`config.mk`:
```
export PLATFORM = sky130hd
export DESIGN_NAME = el2_lockstep_err_handler_flat
export DESIGN_NICKNAME = d
export VERILOG_FILES = /design/src/rtl/el2_lockstep_err_handler_if.sv /design/src/rtl/el2_lockstep_err_handler.sv /design/src/flat_wrapper.sv
export SDC_FILE = /design/constraint.sdc
export NUM_CORES = 1
export LEC_CHECK = 0
export ABC_AREA = 1
export ABC_CLOCK_PERIOD_IN_PS = 2500
export BUFFER_PORTS_ARGS = -buffer_cell sky130_fd_sc_hd__buf_2
export CORE_MARGIN = 4
export CORE_UTILIZATION = 59
export CTS_BUF_LIST = sky130_fd_sc_hd__clkbuf_2
export DETAILED_ROUTE_END_ITERATION = 12
export PLACE_DENSITY = 0.84
export SYNTH_ARGS = -nofsm -noshare
export SYNTH_HDL_FRONTEND = slang
export SYNTH_SLANG_ARGS = --single-unit
```
`constraint.sdc`:
```
create_clock -name clk -period 2.5 [get_ports clk]
set_input_delay 0.125 -clock clk [delete_from_list [all_inputs] [get_ports clk]]
set_output_delay 0.125 -clock clk [all_outputs]
set_load 0.01 [all_outputs]
```
`src/rtl/el2_lockstep_err_handler_if.sv`:
```
// Signal bundle between the lockstep checker/main core side and the error handler.
interface el2_lockstep_err_handler_if #(
  parameter int CNT_W = 8
);
  logic             corruption_detected_i;
  logic             disable_i;
  logic             clear_i;
  logic             nmi_ack_i;
  logic             err_sticky_o;
  logic [CNT_W-1:0] err_count_o;
  logic             nmi_req_o;
  logic             shadow_resync_req_o;
  logic             fatal_o;

  modport master (
    output corruption_detected_i, disable_i, clear_i, nmi_ack_i,
    input  err_sticky_o, err_count_o, nmi_req_o, shadow_resync_req_o, fatal_o
  );

  modport slave (
    input  corruption_detected_i, disable_i, clear_i, nmi_ack_i,
    output err_sticky_o, err_count_o, nmi_req_o, shadow_resync_req_o, fatal_o
  );
endinterface

```
`src/rtl/el2_lockstep_err_handler.sv`:
```
// DCLS mismatch responder: edge-detect, sticky/count status, NMI then shadow resync or fatal.
// Optional ALERT ack timeout enabled by defining RV_LOCKSTEP_ERR_TIMEOUT_EN.
module el2_lockstep_err_handler #(
  parameter int ERR_THRESHOLD   = 4,
  parameter int RST_HOLD_CYCLES = 16,
  parameter int CNT_W           = 8,
  parameter int ACK_TIMEOUT     = 256
) (
  input logic                      clk,
  input logic                      rst,
  el2_lockstep_err_handler_if.slave bus
);

  typedef enum logic [1:0] {IDLE, ALERT, RESYNC, FATAL} state_t;

  localparam int HOLD_W = $clog2(RST_HOLD_CYCLES + 1);
  localparam logic [CNT_W-1:0] CNT_MAX = '1;
  // A threshold above the counter range can never be reached by count.
  localparam bit THR_REACHABLE = (ERR_THRESHOLD <= (2**CNT_W) - 1);
  localparam logic [CNT_W-1:0] THR = THR_REACHABLE ? CNT_W'(ERR_THRESHOLD) : CNT_MAX;

  if (RST_HOLD_CYCLES < 1) begin : g_chk_hold
    $error("RST_HOLD_CYCLES must be >= 1");
  end
  if (ACK_TIMEOUT < 1) begin : g_chk_to
    $error("ACK_TIMEOUT must be >= 1");
  end
  if (!THR_REACHABLE) begin : g_chk_thr
    $warning("ERR_THRESHOLD exceeds err_count_o range; count never escalates to FATAL");
  end

  state_t             state, state_nxt;
  logic               corr_q;
  logic               blank_q, blank_nxt;
  logic               sticky, sticky_nxt;
  logic [CNT_W-1:0]   count, count_nxt, count_inc, count_acc;
  logic [HOLD_W-1:0]  hold_cnt, hold_nxt;
  logic               ev, acc, at_thresh;

`ifdef RV_LOCKSTEP_ERR_TIMEOUT_EN
  localparam int TO_W = $clog2(ACK_TIMEOUT + 1);
  logic [TO_W-1:0]    to_cnt, to_nxt;
`endif

  assign ev        = bus.corruption_detected_i & ~corr_q & ~bus.disable_i;
  // The first IDLE cycle after resync is blanked: shadow output is still settling.
  assign acc       = ev & (((state == IDLE) & ~blank_q) | (state == ALERT));
  assign count_inc = (count == CNT_MAX) ? count : count + 1'b1;
  assign count_acc = acc ? count_inc : count;
  assign at_thresh = THR_REACHABLE && (count_acc >= THR);

  always_comb begin
    state_nxt  = state;
    count_nxt  = count_acc;
    sticky_nxt = sticky | acc;
    hold_nxt   = '0;
    blank_nxt  = 1'b0;
`ifdef RV_LOCKSTEP_ERR_TIMEOUT_EN
    to_nxt     = (state == ALERT) ? to_cnt + 1'b1 : '0;
`endif
    case (state)
      IDLE: begin
        if (acc) begin
          state_nxt = ALERT;
          if (bus.clear_i) count_nxt = CNT_W'(1);
        end else if (bus.clear_i) begin
          count_nxt  = '0;
          sticky_nxt = 1'b0;
        end
      end
      ALERT: begin
        if (bus.nmi_ack_i) state_nxt = at_thresh ? FATAL : RESYNC;
`ifdef RV_LOCKSTEP_ERR_TIMEOUT_EN
        else if (to_cnt == TO_W'(ACK_TIMEOUT - 1)) state_nxt = FATAL;
`endif
      end
      RESYNC: begin
        if (hold_cnt == HOLD_W'(RST_HOLD_CYCLES - 1)) begin
          state_nxt = IDLE;
          blank_nxt = 1'b1;
        end else begin
          hold_nxt = hold_cnt + 1'b1;
        end
      end
      FATAL: ;
      default: state_nxt = IDLE;
    endcase
  end

  always_ff @(posedge clk) begin
    if (rst) begin
      state    <= IDLE;
      corr_q   <= 1'b0;
      blank_q  <= 1'b0;
      sticky   <= 1'b0;
      count    <= '0;
      hold_cnt <= '0;
`ifdef RV_LOCKSTEP_ERR_TIMEOUT_EN
      to_cnt   <= '0;
`endif
    end else begin
      state    <= state_nxt;
      corr_q   <= bus.corruption_detected_i;
      blank_q  <= blank_nxt;
      sticky   <= sticky_nxt;
      count    <= count_nxt;
      hold_cnt <= hold_nxt;
`ifdef RV_LOCKSTEP_ERR_TIMEOUT_EN
      to_cnt   <= to_nxt;
`endif
    end
  end

  assign bus.err_sticky_o        = sticky;
  assign bus.err_count_o         = count;
  assign bus.nmi_req_o           = (state == ALERT);
  assign bus.shadow_resync_req_o = (state == RESYNC);
  assign bus.fatal_o             = (state == FATAL);

endmodule

```
`src/flat_wrapper.sv`:
```
// flat-port wrapper written by rule: the top's interface ports become plain ports
module el2_lockstep_err_handler_flat 
#(
  parameter int ERR_THRESHOLD   = 4,
  parameter int RST_HOLD_CYCLES = 16,
  parameter int CNT_W           = 8,
  parameter int ACK_TIMEOUT     = 256
)
  (clk, rst, bus_corruption_detected_i, bus_disable_i, bus_clear_i, bus_nmi_ack_i, bus_err_sticky_o, bus_err_count_o, bus_nmi_req_o, bus_shadow_resync_req_o, bus_fatal_o);
  el2_lockstep_err_handler_if #(.CNT_W(CNT_W)) bus_i ();
  input logic clk;
  input logic rst;
  input wire logic [$bits(bus_i.corruption_detected_i)-1:0] bus_corruption_detected_i;
  input wire logic [$bits(bus_i.disable_i)-1:0] bus_disable_i;
  input wire logic [$bits(bus_i.clear_i)-1:0] bus_clear_i;
  input wire logic [$bits(bus_i.nmi_ack_i)-1:0] bus_nmi_ack_i;
  output wire logic [$bits(bus_i.err_sticky_o)-1:0] bus_err_sticky_o;
  output wire logic [$bits(bus_i.err_count_o)-1:0] bus_err_count_o;
  output wire logic [$bits(bus_i.nmi_req_o)-1:0] bus_nmi_req_o;
  output wire logic [$bits(bus_i.shadow_resync_req_o)-1:0] bus_shadow_resync_req_o;
  output wire logic [$bits(bus_i.fatal_o)-1:0] bus_fatal_o;
  assign bus_i.corruption_detected_i = bus_corruption_detected_i;
  assign bus_i.disable_i = bus_disable_i;
  assign bus_i.clear_i = bus_clear_i;
  assign bus_i.nmi_ack_i = bus_nmi_ack_i;
  assign bus_err_sticky_o = bus_i.err_sticky_o;
  assign bus_err_count_o = bus_i.err_count_o;
  assign bus_nmi_req_o = bus_i.nmi_req_o;
  assign bus_shadow_resync_req_o = bus_i.shadow_resync_req_o;
  assign bus_fatal_o = bus_i.fatal_o;
  el2_lockstep_err_handler #(.ERR_THRESHOLD(ERR_THRESHOLD), .RST_HOLD_CYCLES(RST_HOLD_CYCLES), .CNT_W(CNT_W), .ACK_TIMEOUT(ACK_TIMEOUT)) u_core (.clk(clk), .rst(rst), .bus(bus_i));
endmodule
```
### Word level (Yosys, flattened, before mapping)

Cells that the tools add are included.

| operators by class | value |
|---|---|
| $lt $le $gt $ge | 1 |
| bitwise logic cells | 10 |
| equal/unequal tests | 8 |
| mux-type cells | 15 |
| add/sub/neg operators | 2 |
| reductions and logical operators | 5 |

Operators with widths:

| cell | count |
|---|---|
| 8-bit two-way mux | 6 |
| 8-bit by 1-bit adder with 8-bit output, second input constant | 1 |
| 8-bit == test, second input constant | 1 |
| 8-bit by 3-bit greater-or-equal comparator with 1-bit output, second input constant | 1 |
| 2-bit two-way mux | 3 |
| 2-bit case mux with 3 select lines | 1 |
| 5-bit by 1-bit adder with 5-bit output, second input constant | 1 |
| 5-bit by 4-bit == test with 1-bit output, second input constant | 1 |
| 1-bit two-way mux | 5 |
| 1-bit bitwise AND | 4 |
| 2-bit == test, second input constant | 2 |
| 2-bit by 1-bit != test with 1-bit output, second input constant | 2 |
| 1-bit inverter | 4 |
| 4-bit AND reduction | 1 |
| 3-bit nonzero test | 1 |
| 3-bit OR reduction | 1 |
| 2-bit by 1-bit == test with 1-bit output, second input constant | 1 |
| 2-bit logical NOT | 1 |
| 2-bit != test, second input constant | 1 |
| 1-bit OR | 2 |
| 2-bit OR reduction | 1 |

| word-level totals | value |
|---|---|
| register bits | 18 |
| input bits | 6 |
| output and inout port bits | 12 |
| word-level logic and storage cells | 47 |

### Depth between registers and ports, before layout

Gate-level depths: netlist of run 1.

| depth | value |
|---|---|
| depth in word-level cells | 9 |
| mapped depth | 10 |

### Least setup slack after synthesis of run 1

No wires, ideal clock.

| timing path | value |
|---|---|
| kind | reg-to-reg |
| start point | register u_core.count[1], in the netlist u_core.bus.err_count_o[1] |
| end point | register u_core.state[0] |
| data required time | 2.383 ns |
| stages on the path, launching flop included | 11 |
| data arrival time | 1.318 ns |
| buffers on the path | 0 |
| setup slack | 1.065 ns |
| setup time | 0.117 ns |
| cell sequence | dfxtp_1 > ha_1 > nand2_1 > nor2_1 > nand3_1 > nand2_1 > nand2_1 > nor2_1 > nand3_1 > nor2_1 > nor2_1 |

| on the way | value |
|---|---|
| cells in the longest elaborated chain, start to end | 7 |
| elaborated cells on any way between the ends | 8 |
| those cells by class | add/sub: 1; order compare: 1; eq/ne: 1; mux: 5 |

RTL lines:

| element | RTL line | text |
|---|---|---|
| start: declaration | el2_lockstep_err_handler.sv:36 | `logic [CNT_W-1:0] count, count_nxt, count_inc, count_acc;` |
| start signal: assignment | el2_lockstep_err_handler.sv:106 | `count <= count_nxt;` |
| 8-bit by 1-bit adder with 8-bit output / 8-bit == test (equally long branches) | el2_lockstep_err_handler.sv:48 | `assign count_inc = (count == CNT_MAX) ? count : count + 1'b1;` |
| 8-bit two-way mux | el2_lockstep_err_handler.sv:48 |  |
| 8-bit two-way mux * | el2_lockstep_err_handler.sv:49 | `assign count_acc = acc ? count_inc : count;` |
| 8-bit by 3-bit greater-or-equal comparator with 1-bit output * | el2_lockstep_err_handler.sv:50 | `assign at_thresh = THR_REACHABLE && (count_acc >= THR);` |
| 1-bit two-way mux * | el2_lockstep_err_handler.sv:72 | `if (bus.nmi_ack_i) state_nxt = at_thresh ? FATAL : RESYNC;` |
| 2-bit two-way mux * | el2_lockstep_err_handler.sv:72 |  |
| 2-bit case mux with 3 select lines * | el2_lockstep_err_handler.sv:61 | `case (state)` |
| end signal: assignment | el2_lockstep_err_handler.sv:102 | `state <= state_nxt;` |
| end: declaration | el2_lockstep_err_handler.sv:32 | `state_t state, state_nxt;` |

Mark *: on every way between the ends. The rest lies on a longest branch, timed or not. The select of a mux whose other input is x is not followed.
A chain may end at the register's enable or synchronous reset.

### Worst setup path after layout of run 1

Ends and elaborated chain as after synthesis.

==> impl_summary.txt, run 1 <==
----------------------------------------------------
[Status]
  Run status ... finished, final reports clean

[Hold path]
  Hold crit path type ... input port to flop
  HP Start ... rst

[STA]
  Final number of setup-violating endpoints ... 0
  Final WS setup ... 0.922 ns
  Period utilisation layout ... a little over three fifths
  Worst slew pin tran ... roughly 0.44 ns
  Setup skew after layout ... around 0.01 ns
  Accumulated negative setup slack ... 0 ns
  Timing-limited maximum frequency ... between 0.6 and 0.7 GHz
  Total count of max-transition violations in the final report ... 0
  Time the final worst path needs with I/O delays and setup ... ~1.6 ns
  Final-report hold violation count ... 0
  Setup repair after global routing missed its margin ... false
  Remaining max-slew budget at the tightest pin ... roughly 70%

[Routing]
  First-pass DRT Iterations ... 4
  Initial detailed-routing violation count ... 22
  Routed wire length per instance ... between 10 and 15 µm
  Count of antenna-violating nets left after detailed routing ... 0
  Detailed-route wire length ... ~1900 µm
  Detailed-route vias per instance ... around 5.4
  Drt drc ... 0
  Total number of vias ... between 900 and 1,000

[Yosys]
  Post-synthesis average cell area ... ~6.7 µm²
  Count of flip-flops with a built-in enable after synthesis ... 0
  Sequential cell area fraction in the yosys report ... about two fifths
  FFs w/ async S/R, synth ... 0%
  Number of instances in the synthesized netlist ... about 140
  Ranking of synthesized cells by area ... sky130_fd_sc_hd__dfxtp_1, sky130_fd_sc_hd__nor2_1, sky130_fd_sc_hd__nand2_1
  Most used flip-flop cell after synthesis ... sky130_fd_sc_hd__dfxtp_1
  Ys Warns ... 0
  Post-synth design cell area ... approximately 930 µm²
  Most used standard cells in the synthesized netlist ... sky130_fd_sc_hd__nor2_1, sky130_fd_sc_hd__nand2_1, sky130_fd_sc_hd__dfxtp_1, sky130_fd_sc_hd__inv_1, sky130_fd_sc_hd__nand3_1
  Area leader, netlist ... sky130_fd_sc_hd__dfxtp_1
  Post-Syn Nets ... ~150
  Post-synthesis register bit count ... 18
  Most common cell in the netlist ... sky130_fd_sc_hd__nor2_1
  Share of the synthesized area in the top cell type ... roughly two fifths
  Synth unique cells ... 23

[Layout]
  Non-filler cells, final ... between 150 and 200
  Design Area, Final ... ~0.0010 mm²
  Syn-to-layout area delta ... 11.5%
  Ratio of cells with drive above 1 in the final layout ... 17.2%
  Diodes inserted ... 0
  Number of nets in the finished design ... ~170

[Worst setup path]
  CP top delay family ... simple AND/OR/NAND/NOR gates
  Kind of start point of the critical path ... flop
  Origin of the worst setup path ... u_core.bus.err_count_o[1]
  Critical R2R Launch ... u_core.bus.err_count_o[1]
  Cell mode on critical path ... sky130_fd_sc_hd__nor2_1
  Crit end category ... flop
  Worst-path fanout max ... 5
  Worst EP required ... around 2.7 ns
  Arrival time worst endpoint ... ~1.8 ns
  Number of buffers and inverters on the critical path ... 0
  Maximum single-stage delay on the critical path ... approximately 0.42 ns
  Worst Path Class, Setup ... flop to flop
  Ordered list of cells on the worst path ... ha_1 -> nand2_1 -> nor2_1 -> nand3_1 -> nand2_1 -> nand2_1 -> nor2_1 -> nand3_1 -> nor2_1 -> nor2_1
  Slowest cell on the critical path ... sky130_fd_sc_hd__dfxtp_1

[Floorplan]
  Effective utilization at floorplan ... 62.4%
  Full die area ... about 0.0023 mm²
  Core box area ... ~0.0015 mm²
  Die Y ... ~48 µm
  Die width ... between 40 and 50 µm
  Top Ports ... 18
  Row Count ... 14

[Placed design]
  Worst setup slack before clock tree synthesis ... 0.928 ns
  Routability congestion estimate from global placement ... between 0.9 and 1
  Cell area after placement ... ~0.0010 mm²
  Port buffer count ... 17
  Instance count after placement with tap cells included ... 170
  Final HPWL DP ... roughly 1500 µm

[CTS]
  Clock root buffer ... sky130_fd_sc_hd__clkbuf_2
  Number of clock buffers inserted by TritonCTS ... 3
  Post-CTS Setup Bufs ... 0
  Maximum level of the CTS H-tree ... 1
  CTS Sinks ... 18
  Insertion delay to the later sink of the worst-skew pair ... 0.30 ns
  Clock transition at path regs ... around 0.16 ns
  Buffers from clock root to sink, at most ... 2
  Hold buffer count at CTS ... 0
  Post-cts repair resize count ... 0
  TritonCTS clock tree ... built

[GRT]
  First-pass GRT wire length ... a little over 3000 µm
  Remaining global-route overflow ... 0
  Number of global-route vias before repair ... 790
  Largest net degree at the start of global routing ... 12
  Initial antenna violation count ... 0
  Total GRT Usage ... 19.2%

[Power]
  Power density of the placed cells ... about 470 mW/mm²
  Pwr Total ... between 0.4 and 0.5 mW
  Static leakage ... ~0.47 nW
  Worst vdd rail ir drop ... ~320 µV

[Job]
  Max capacitance violation total ... 0

----------------------------------------------------
## where the power goes
part	total, mW	internal [mW]	leakage [nW]	switching (mW)
sequential	0.307	0.296	0.146	0.0105
clock	0.118	0.0327	0.0125	0.0853
combinational	0.0643	0.0238	0.315	0.0404
## state kept, by name (all words and copies together) (netlist names)
| signal | flops |
|---|---|
| u_core.blank_q | 1 |
| u_core.corr_q | 1 |
| u_core.state | 2 |
| u_core.bus.err_count_o | 8 |
| u_core.bus.err_sticky_o | 1 |
| u_core.hold_cnt | 5 |
## kinds of logic after synthesis
family | Yosys count | synth area share [%]
and+or+nand+nor | 78 | 35.6
buffers and inverters | 21 | 9.57
AOI/OAI and AO/OA | 16 | 10.1
DFF | 18 | 38.8
adders and majority gates | 3 | 4.04
xor gates and xnor gates | 2 | 1.89
## cell type report
type,count,area [µm²]
multi-input cells,99,479
fillers,130,454
flip-flops and latches,18,360
repair buffers,17,85.1
inverters,20,75.1
well taps,16,20.0
clock buffers,3,15.0
## through the flow
step	hold WS (ns)	util [%]
5_1_grt	0.0347	69.5
3_5_place_dp	0.377	68.5
6_report	0.0483	69.5
3_3_place_gp	0.361	68.5
4_1_cts	0.0446	69.5
2_1_floorplan	0.194	-
## per-layer routing
metal | wire (µm) | part of all wire, % | track usage (%)
met2 | 906 | 48 | 32.9
met1 | 846 | 45 | 22.8
met5 | 0 | 0 | 0
met4 | 34 | 1.8 | 8.06
met3 | 95 | 5.0 | 4.51
## final timing paths
kind / to / slack, ns / cells past startpoint
hold reg to reg: u_core.hold_cnt[0] / 0.46 / 1
hold / removal: u_core.state[1] / 0.05 / 2
setup / recovery: u_core.state[0] / 0.92 / 10
setup reg to reg: u_core.state[0] / 0.92 / 10
## cells in the final DEF (no fill, tap or decap), drive strengths merged
cell / netlist / final
nand4: 1 / 1
nor2: 29 / 29
nand2: 29 / 29
nand3: 16 / 16
ha: 3 / 3
inv: 20 / 20
nor3: 1 / 1
buf: 0 / 17
xor2: 1 / 1
dfxtp: 18 / 18
a31oi: 1 / 1
nor3b: 1 / 1
o21bai: 1 / 1
nor4: 1 / 1
o21ai: 7 / 7
a211oi: 1 / 1
a21oi: 6 / 6
xnor2: 1 / 1
clkbuf: 1 / 3
No activity file was read; power rests on OpenSTA's default activity.
==> run 2: changes to the inputs <==
--- a/config.mk
+++ b/config.mk
@@ -5,14 +5,14 @@
 export SDC_FILE = /design/constraint.sdc
 export NUM_CORES = 1
 export LEC_CHECK = 0
-export ABC_AREA = 1
-export ABC_CLOCK_PERIOD_IN_PS = 2500
+export ABC_AREA = 0
+export ABC_CLOCK_PERIOD_IN_PS = 1400
 export BUFFER_PORTS_ARGS = -buffer_cell sky130_fd_sc_hd__buf_2
 export CORE_MARGIN = 4
-export CORE_UTILIZATION = 59
+export CORE_UTILIZATION = 50
 export CTS_BUF_LIST = sky130_fd_sc_hd__clkbuf_2
 export DETAILED_ROUTE_END_ITERATION = 12
-export PLACE_DENSITY = 0.84
+export PLACE_DENSITY = 0.76
 export SYNTH_ARGS = -nofsm -noshare
 export SYNTH_HDL_FRONTEND = slang
 export SYNTH_SLANG_ARGS = --single-unit
==> constraint.sdc (replaced) <==
create_clock -name clk -period 1.4 [get_ports clk]
set_input_delay 0.07 -clock clk [delete_from_list [all_inputs] [get_ports clk]]
set_output_delay 0.07 -clock clk [all_outputs]
set_load 0.01 [all_outputs]
==> impl_summary.txt, run 2 <==
----------------------------------------------------
[Yosys]
  Ys Warns ... 0
  Synth unique cells ... 30
  Count of flip-flops with a built-in enable after synthesis ... 0
  Sequential cell area fraction in the yosys report ... between 30% and 40%
  Area leader, netlist ... sky130_fd_sc_hd__dfxtp_1
  Multiplexer fraction of the synthesized cell area ... between 4 and 5%
  Post-synthesis average cell area ... between 8 and 9 µm²
  Post-synthesis register bit count ... 18
  Post-Syn Nets ... ~120
  Share of synthesized cell area in full adder, half adder and majority cells ... approximately 4.1%
  Post-synth design cell area ... 910 µm²
  Main combinational cell family by area after synthesis ... simple AND/OR/NAND/NOR gates
  Share of the synthesized area in the top cell type ... around two fifths
  FFs w/ async S/R, synth ... 0%
  Number of instances in the synthesized netlist ... 108
  Synth Area in XOR/XNOR ... 4.81%
  Ranking of synthesized cells by area ... sky130_fd_sc_hd__dfxtp_1, sky130_fd_sc_hd__nor2_1, sky130_fd_sc_hd__mux2i_1
  Simple-gate area share of the yosys netlist ... 34.3%
  Most used standard cells in the synthesized netlist ... sky130_fd_sc_hd__dfxtp_1, sky130_fd_sc_hd__nor2_1, sky130_fd_sc_hd__inv_1, sky130_fd_sc_hd__nand2_1, sky130_fd_sc_hd__and3_1
  Most used flip-flop cell after synthesis ... sky130_fd_sc_hd__dfxtp_1
  Complex-gate fraction of the synthesized area ... about 8.7%

[Job]
  Max capacitance violation total ... 0

[CTS]
  Number of clock buffers inserted by TritonCTS ... 3
  Insertion delay to the later sink of the worst-skew pair ... approximately 0.30 ns
  Buffers from clock root to sink, at most ... 2
  Clock root buffer ... sky130_fd_sc_hd__clkbuf_2
  Maximum level of the CTS H-tree ... 1
  Clock transition at path regs ... ~0.18 ns
  CTS Sinks ... 18
  TritonCTS clock tree ... built

[Worst setup path]
  Kind of start point of the critical path ... flop
  CP top delay family ... flip-flops
  Register-to-Register Setup Slack ... -0.28 ns
  Worst Path Class, Setup ... flop to flop
  R2r worst-path depth ... 6
  Arrival time worst endpoint ... around 1.9 ns
  Worst EP required ... approximately 1.6 ns
  Worst-path fanout max ... 4
  Number of buffers and inverters on the critical path ... 0
  Number of stages on the worst setup path ... 6
  Crit end category ... flop
  Slowest cell on the critical path ... sky130_fd_sc_hd__dfxtp_2
  Maximum single-stage delay on the critical path ... 0.40 ns
  Ordered list of cells on the worst path ... ha_4 -> nand4_1 -> o2111ai_2 -> mux2i_1 -> and2_1 -> a311oi_2

[Layout]
  Area of the multi-input gates ... 601 µm²
  Ratio of cells with drive above 1 in the final layout ... between 40 and 50%
  Diodes inserted ... 0
  Final core utilization ... roughly three quarters
  Number of nets in the finished design ... around 160
  Storage cell area ... roughly 370 µm²
  Leading cell types in the layout, fill and taps excluded ... sky130_fd_sc_hd__buf_4, sky130_fd_sc_hd__buf_2, sky130_fd_sc_hd__nor2_1
  Syn-to-layout area delta ... 45.0%
  Filler Cells Inserted ... between 100 and 150
  Number of flip-flops under the largest register name ... 8
  Leading cell type in the layout, fill and taps excluded ... sky130_fd_sc_hd__buf_4
  Design Area, Final ... between 0.001 and 0.0015 mm²

[Routing]
  Detailed-route wire length ... around 2400 µm
  Total number of vias ... between 900 and 1,000
  Routed wire length per instance ... roughly 14 µm
  Drt drc ... 0
  Initial detailed-routing violation count ... 20
  Count of antenna-violating nets left after detailed routing ... 0
  First-pass DRT Iterations ... 4
  Detailed-route vias per instance ... ~5.3

[STA]
  Final number of setup-violating endpoints ... 9
  Setup repair after global routing missed its margin ... true
  Timing-limited maximum frequency ... between 0.5 and 0.6 GHz
  Setup skew after layout ... roughly 0.018 ns
  Period utilisation layout ... 120%
  Remaining max-slew budget at the tightest pin ... between 60% and 70%
  Accumulated negative setup slack ... -1.92 ns
  Total count of max-transition violations in the final report ... 0
  Final WS setup ... -0.280 ns
  Time the final worst path needs with I/O delays and setup ... around 1.7 ns
  Worst hold slack ... between 0.02 and 0.03 ns
  Final-report hold violation count ... 0
  Worst slew pin tran ... approximately 0.59 ns

[GRT]
  Initial antenna violation count ... 0
  Remaining global-route overflow ... 0
  Largest net degree at the start of global routing ... 11
  Number of global-route vias before repair ... ~860
  First-pass GRT wire length ... 3730 µm
  Total GRT Usage ... about 19%

[Power]
  Power density of the placed cells ... 666 mW/mm²
  Sw Share ... 26.3%
  Net switching component of the power ... 0.231 mW
  Sequential power share ... between 60% and 70%
  Worst vdd rail ir drop ... about 660 µV
  Static leakage ... between 0.5 and 0.6 nW
  Pwr Total ... ~0.88 mW
  Comb pwr share ... approximately 14%
  Relative contribution of the clock network to total power ... 25.5%
  Internal ... approximately 0.65 mW

[Placed design]
  Port buffer count ... 17
  Cell area after placement ... between 0.001 and 0.0015 mm²
  Routability congestion estimate from global placement ... 0.862
  Final HPWL DP ... around 1700 µm

[Floorplan]
  Full die area ... ~0.0026 mm²
  Effective utilization at floorplan ... 52.7%
  Row Count ... 15
  Die Y ... around 50 µm
  Top Ports ... 18
  Die width ... between 50 and 60 µm
  Core box area ... between 0.0015 and 0.002 mm²

[Hold path]
  Hold crit path type ... input port to flop
  Cells on Worst Hold Path ... 2

[Status]
  Violated checks ... setup timing
  Run status ... complete, but fails checks

----------------------------------------------------
-- run 2: path summary, 6_finish.rpt --
path | startpoint | to
worst min-delay path | rst | u_core.state[0]
worst max register to register | u_core.bus.err_count_o[0] | u_core.state[0]
worst min register to register | u_core.hold_cnt[0] | u_core.hold_cnt[0]
worst max-delay path | u_core.bus.err_count_o[0] | u_core.state[0]
-- run 2: cell type report --
class	instances	area share, %
timing repair buffer	41	21.2
multi-input combinational	80	45.5
inverter	6	1.71
clock inverter	1	0.285
clock buffer	3	1.14
sequential	18	27.8
tap	25	2.37
-- run 2: timing repair --
item                       in CTS  in global routing
hold buffers                    1                  0
hold endpoints to repair        1                  0
gates cloned                    0                  0
pin swaps                       3                 11
setup endpoints to repair       8                 14
buffers inserted                1                  3
resized for setup               3                 13
-- run 2: power groups by stage --
| stage | Combinational [mW] | Sequential [mW] | Clock, mW |
|---|---|---|---|
| floorplan | 0.0479 | 0.541 | 0 |
| global placement | 0.0975 | 0.540 | 0 |
| detailed placement | 0.0990 | 0.541 | 0 |
| CTS | 0.103 | 0.531 | 0.229 |
| global route | 0.132 | 0.534 | 0.256 |
| finish | 0.122 | 0.532 | 0.224 |
-- run 2: routing by layer --
metal / up-vias / share of wire, % / GRT usage [%]
met1: 429 / 45 / 24.5
met4: 0 / 1.4 / 5.38
met5: - / 0 / 0
met2: 28 / 49 / 33.0
met3: 6 / 4.2 / 3.56
li1: 457 / - / -
-- run 2: kinds of logic (layout without fill, tap and decap cells) --
logic type               Yosys count  count (layout)
AO/OA/AOI/OAI                     12              12
adder cells (fa/ha/maj)            3               3
AND/OR/NAND/NOR                   56              56
flip-flops                        18              18
buffers and inverters             10              51
XOR/XNOR                           5               5
multiplexers                       4               4
-- run 2: per-stage QoR --
step / setup slack [ns] / instances
floorplan: -0.166 / 108
global placement: -0.246 / 165
detailed placement: -0.295 / 165
CTS: -0.279 / 171
global route: -0.438 / 174
finish: -0.280 / 174
==> run 3: changes to the inputs <==
--- a/config.mk
+++ b/config.mk
@@ -9,10 +9,9 @@
 export ABC_CLOCK_PERIOD_IN_PS = 1400
 export BUFFER_PORTS_ARGS = -buffer_cell sky130_fd_sc_hd__buf_2
 export CORE_MARGIN = 4
-export CORE_UTILIZATION = 50
+export CORE_UTILIZATION = 40
 export CTS_BUF_LIST = sky130_fd_sc_hd__clkbuf_2
 export DETAILED_ROUTE_END_ITERATION = 12
-export PLACE_DENSITY = 0.76
 export SYNTH_ARGS = -nofsm -noshare
 export SYNTH_HDL_FRONTEND = slang
 export SYNTH_SLANG_ARGS = --single-unit
==> constraint.sdc (replaced) <==
create_clock -name clk -period 1.4 [get_ports clk]
set_input_delay 0.28 -clock clk [delete_from_list [all_inputs] [get_ports clk]]
set_output_delay 0.28 -clock clk [all_outputs]
set_load 0.01 [all_outputs]
==> impl_summary.txt, run 3 (same netlist as run 2, synthesis figures left out) <==
----------------------------------------------------
[Status]
  Run status ... complete, but fails checks
  Violated checks ... setup timing

[Layout]
  Leading cell types in the layout, fill and taps excluded ... sky130_fd_sc_hd__buf_4, sky130_fd_sc_hd__nor2_1, sky130_fd_sc_hd__buf_2
  Diodes inserted ... 0
  Ratio of cells with drive above 1 in the final layout ... approximately 46%
  Non-filler cells, final ... about 180
  Number of flip-flops under the largest register name ... 8
  Syn-to-layout area delta ... 45.9%
  Filler Cells Inserted ... 201
  Number of nets in the finished design ... between 150 and 200
  Leading cell type in the layout, fill and taps excluded ... sky130_fd_sc_hd__buf_4

[Placed design]
  Instance count after placement with tap cells included ... between 150 and 200
  Final HPWL DP ... approximately 1600 µm
  Worst setup slack before clock tree synthesis ... -0.352 ns
  Port buffer count ... 17
  Routability congestion estimate from global placement ... ~0.71

[Routing]
  First-pass DRT Iterations ... 4
  Initial detailed-routing violation count ... 19
  Drt drc ... 0
  Count of antenna-violating nets left after detailed routing ... 0
  Total number of vias ... about 890
  Detailed-route vias per instance ... about 5
  Detailed-route wire length ... roughly 2200 µm
  Routed wire length per instance ... approximately 13 µm

[GRT]
  Number of global-route vias before repair ... 830
  First-pass GRT wire length ... roughly 3700 µm
  Total GRT Usage ... approximately 15%
  Initial antenna violation count ... 0
  Remaining global-route overflow ... 0
  Largest net degree at the start of global routing ... 11

[Power]
  Power density of the placed cells ... 664 mW/mm²
  Worst vdd rail ir drop ... 606 µV
  Pwr Total ... 0.882 mW
  Static leakage ... 0.561 nW

[STA]
  Worst slew pin tran ... between 0.3 and 0.4 ns
  Final number of setup-violating endpoints ... 10
  Remaining max-slew budget at the tightest pin ... roughly 74%
  Final WS setup ... -0.282 ns
  Period utilisation layout ... 120%
  Setup skew after layout ... about 0.001 ns
  Total count of max-transition violations in the final report ... 0
  Time the final worst path needs with I/O delays and setup ... roughly 1.7 ns
  Timing-limited maximum frequency ... ~0.6 GHz
  Final-report hold violation count ... 0
  Setup repair after global routing missed its margin ... true

[Worst setup path]
  Worst EP required ... roughly 1.6 ns
  Slowest cell on the critical path ... sky130_fd_sc_hd__or4b_4
  Arrival time worst endpoint ... 1.89 ns
  Worst Path Class, Setup ... flop to flop
  Kind of start point of the critical path ... flop
  Crit end category ... flop
  Register-to-Register Setup Slack ... -0.28 ns
  Worst-path fanout max ... 4
  Ordered list of cells on the worst path ... or4b_4 -> nor4_4 -> mux2i_1 -> and2_1 -> a311oi_2
  Maximum single-stage delay on the critical path ... ~0.52 ns

[Hold path]
  Hold crit path type ... input port to flop

[Floorplan]
  Row Count ... 17
  Die Y ... about 56 µm
  Effective utilization at floorplan ... about two fifths
  Core box area ... between 0.002 and 0.0025 mm²
  Die width ... 55.7 µm
  Top Ports ... 18
  Full die area ... between 0.003 and 0.004 mm²

[CTS]
  Number of clock buffers inserted by TritonCTS ... 3
  TritonCTS clock tree ... built
  Clock transition at path regs ... approximately 0.17 ns
  Clock root buffer ... sky130_fd_sc_hd__clkbuf_2
  Insertion delay to the later sink of the worst-skew pair ... 0.31 ns
  Buffers from clock root to sink, at most ... 2
  CTS Sinks ... 18
  Maximum level of the CTS H-tree ... 1

[Job]
  Max capacitance violation total ... 0

----------------------------------------------------
[run 3: path summary, 6_finish.rpt]
kind	startpoint	to	depth (start not counted)
setup / recovery	u_core.state[1]	u_core.state[0]	5
hold / removal	bus_corruption_detected_i	u_core.corr_q	2
setup reg to reg	u_core.state[1]	u_core.state[0]	5
hold reg to reg	u_core.hold_cnt[0]	u_core.hold_cnt[0]	1
[run 3: final cells by class]
| type | instances | area, µm² | area share, % |
|---|---|---|---|
| repair buffers | 40 | 278 | 20.9 |
| clock buffers | 3 | 15.0 | 1.13 |
| well taps | 28 | 35.0 | 2.64 |
| inverters | 6 | 22.5 | 1.70 |
| flip-flops and latches | 18 | 373 | 28.1 |
| multi-input cells | 80 | 601 | 45.2 |
| clock inverters | 1 | 3.75 | 0.283 |
[run 3: power breakdown]
group	internal, mW	switching [mW]	total, mW
Clock	0.0621	0.166	0.229
Combinational	0.0642	0.0577	0.122
Sequential	0.522	0.00950	0.531
Total	0.648	0.234	0.882
[run 3: metrics by stage]
stage	area [µm²]	TNS, ns	util [%]	hold WS [ns]
2_1_floorplan	950	-0.491	-	0.342
3_3_place_gp	1190	-1.89	54.4	0.431
3_5_place_dp	1190	-2.04	54.4	0.443
4_1_cts	1240	-1.62	56.5	0.189
5_1_grt	1330	-2.40	60.6	0.189
6_report	1330	-1.36	60.6	0.200
[run 3: critical path, delay by kind of cell (launching register included)]
| family | cells | cell delay [ns] |
|---|---|---|
| muxes | 1 | 0.25 |
| DFF | 1 | 0.40 |
| AOI/OAI and AO/OA | 1 | 0.08 |
| and+or+nand+nor | 3 | 0.85 |
[run 3: timing repair]
item,in CTS,in global routing
setup buffers,2,3
pin swaps,3,3
hold buffers,0,0
setup endpoints to repair,11,17
resized for setup,3,20
[run 3: layer usage]
layer / part of all wire (%) / wire (µm) / global-route usage [%] / up-vias
li1: - / - / - / 454
met1: 47 / 1030 / 19.1 / 403
met2: 47 / 1040 / 24.2 / 22
met3: 3.8 / 83 / 2.55 / 7
met4: 2.5 / 55 / 7.29 / 0
met5: 0 / 0 / 0 / -
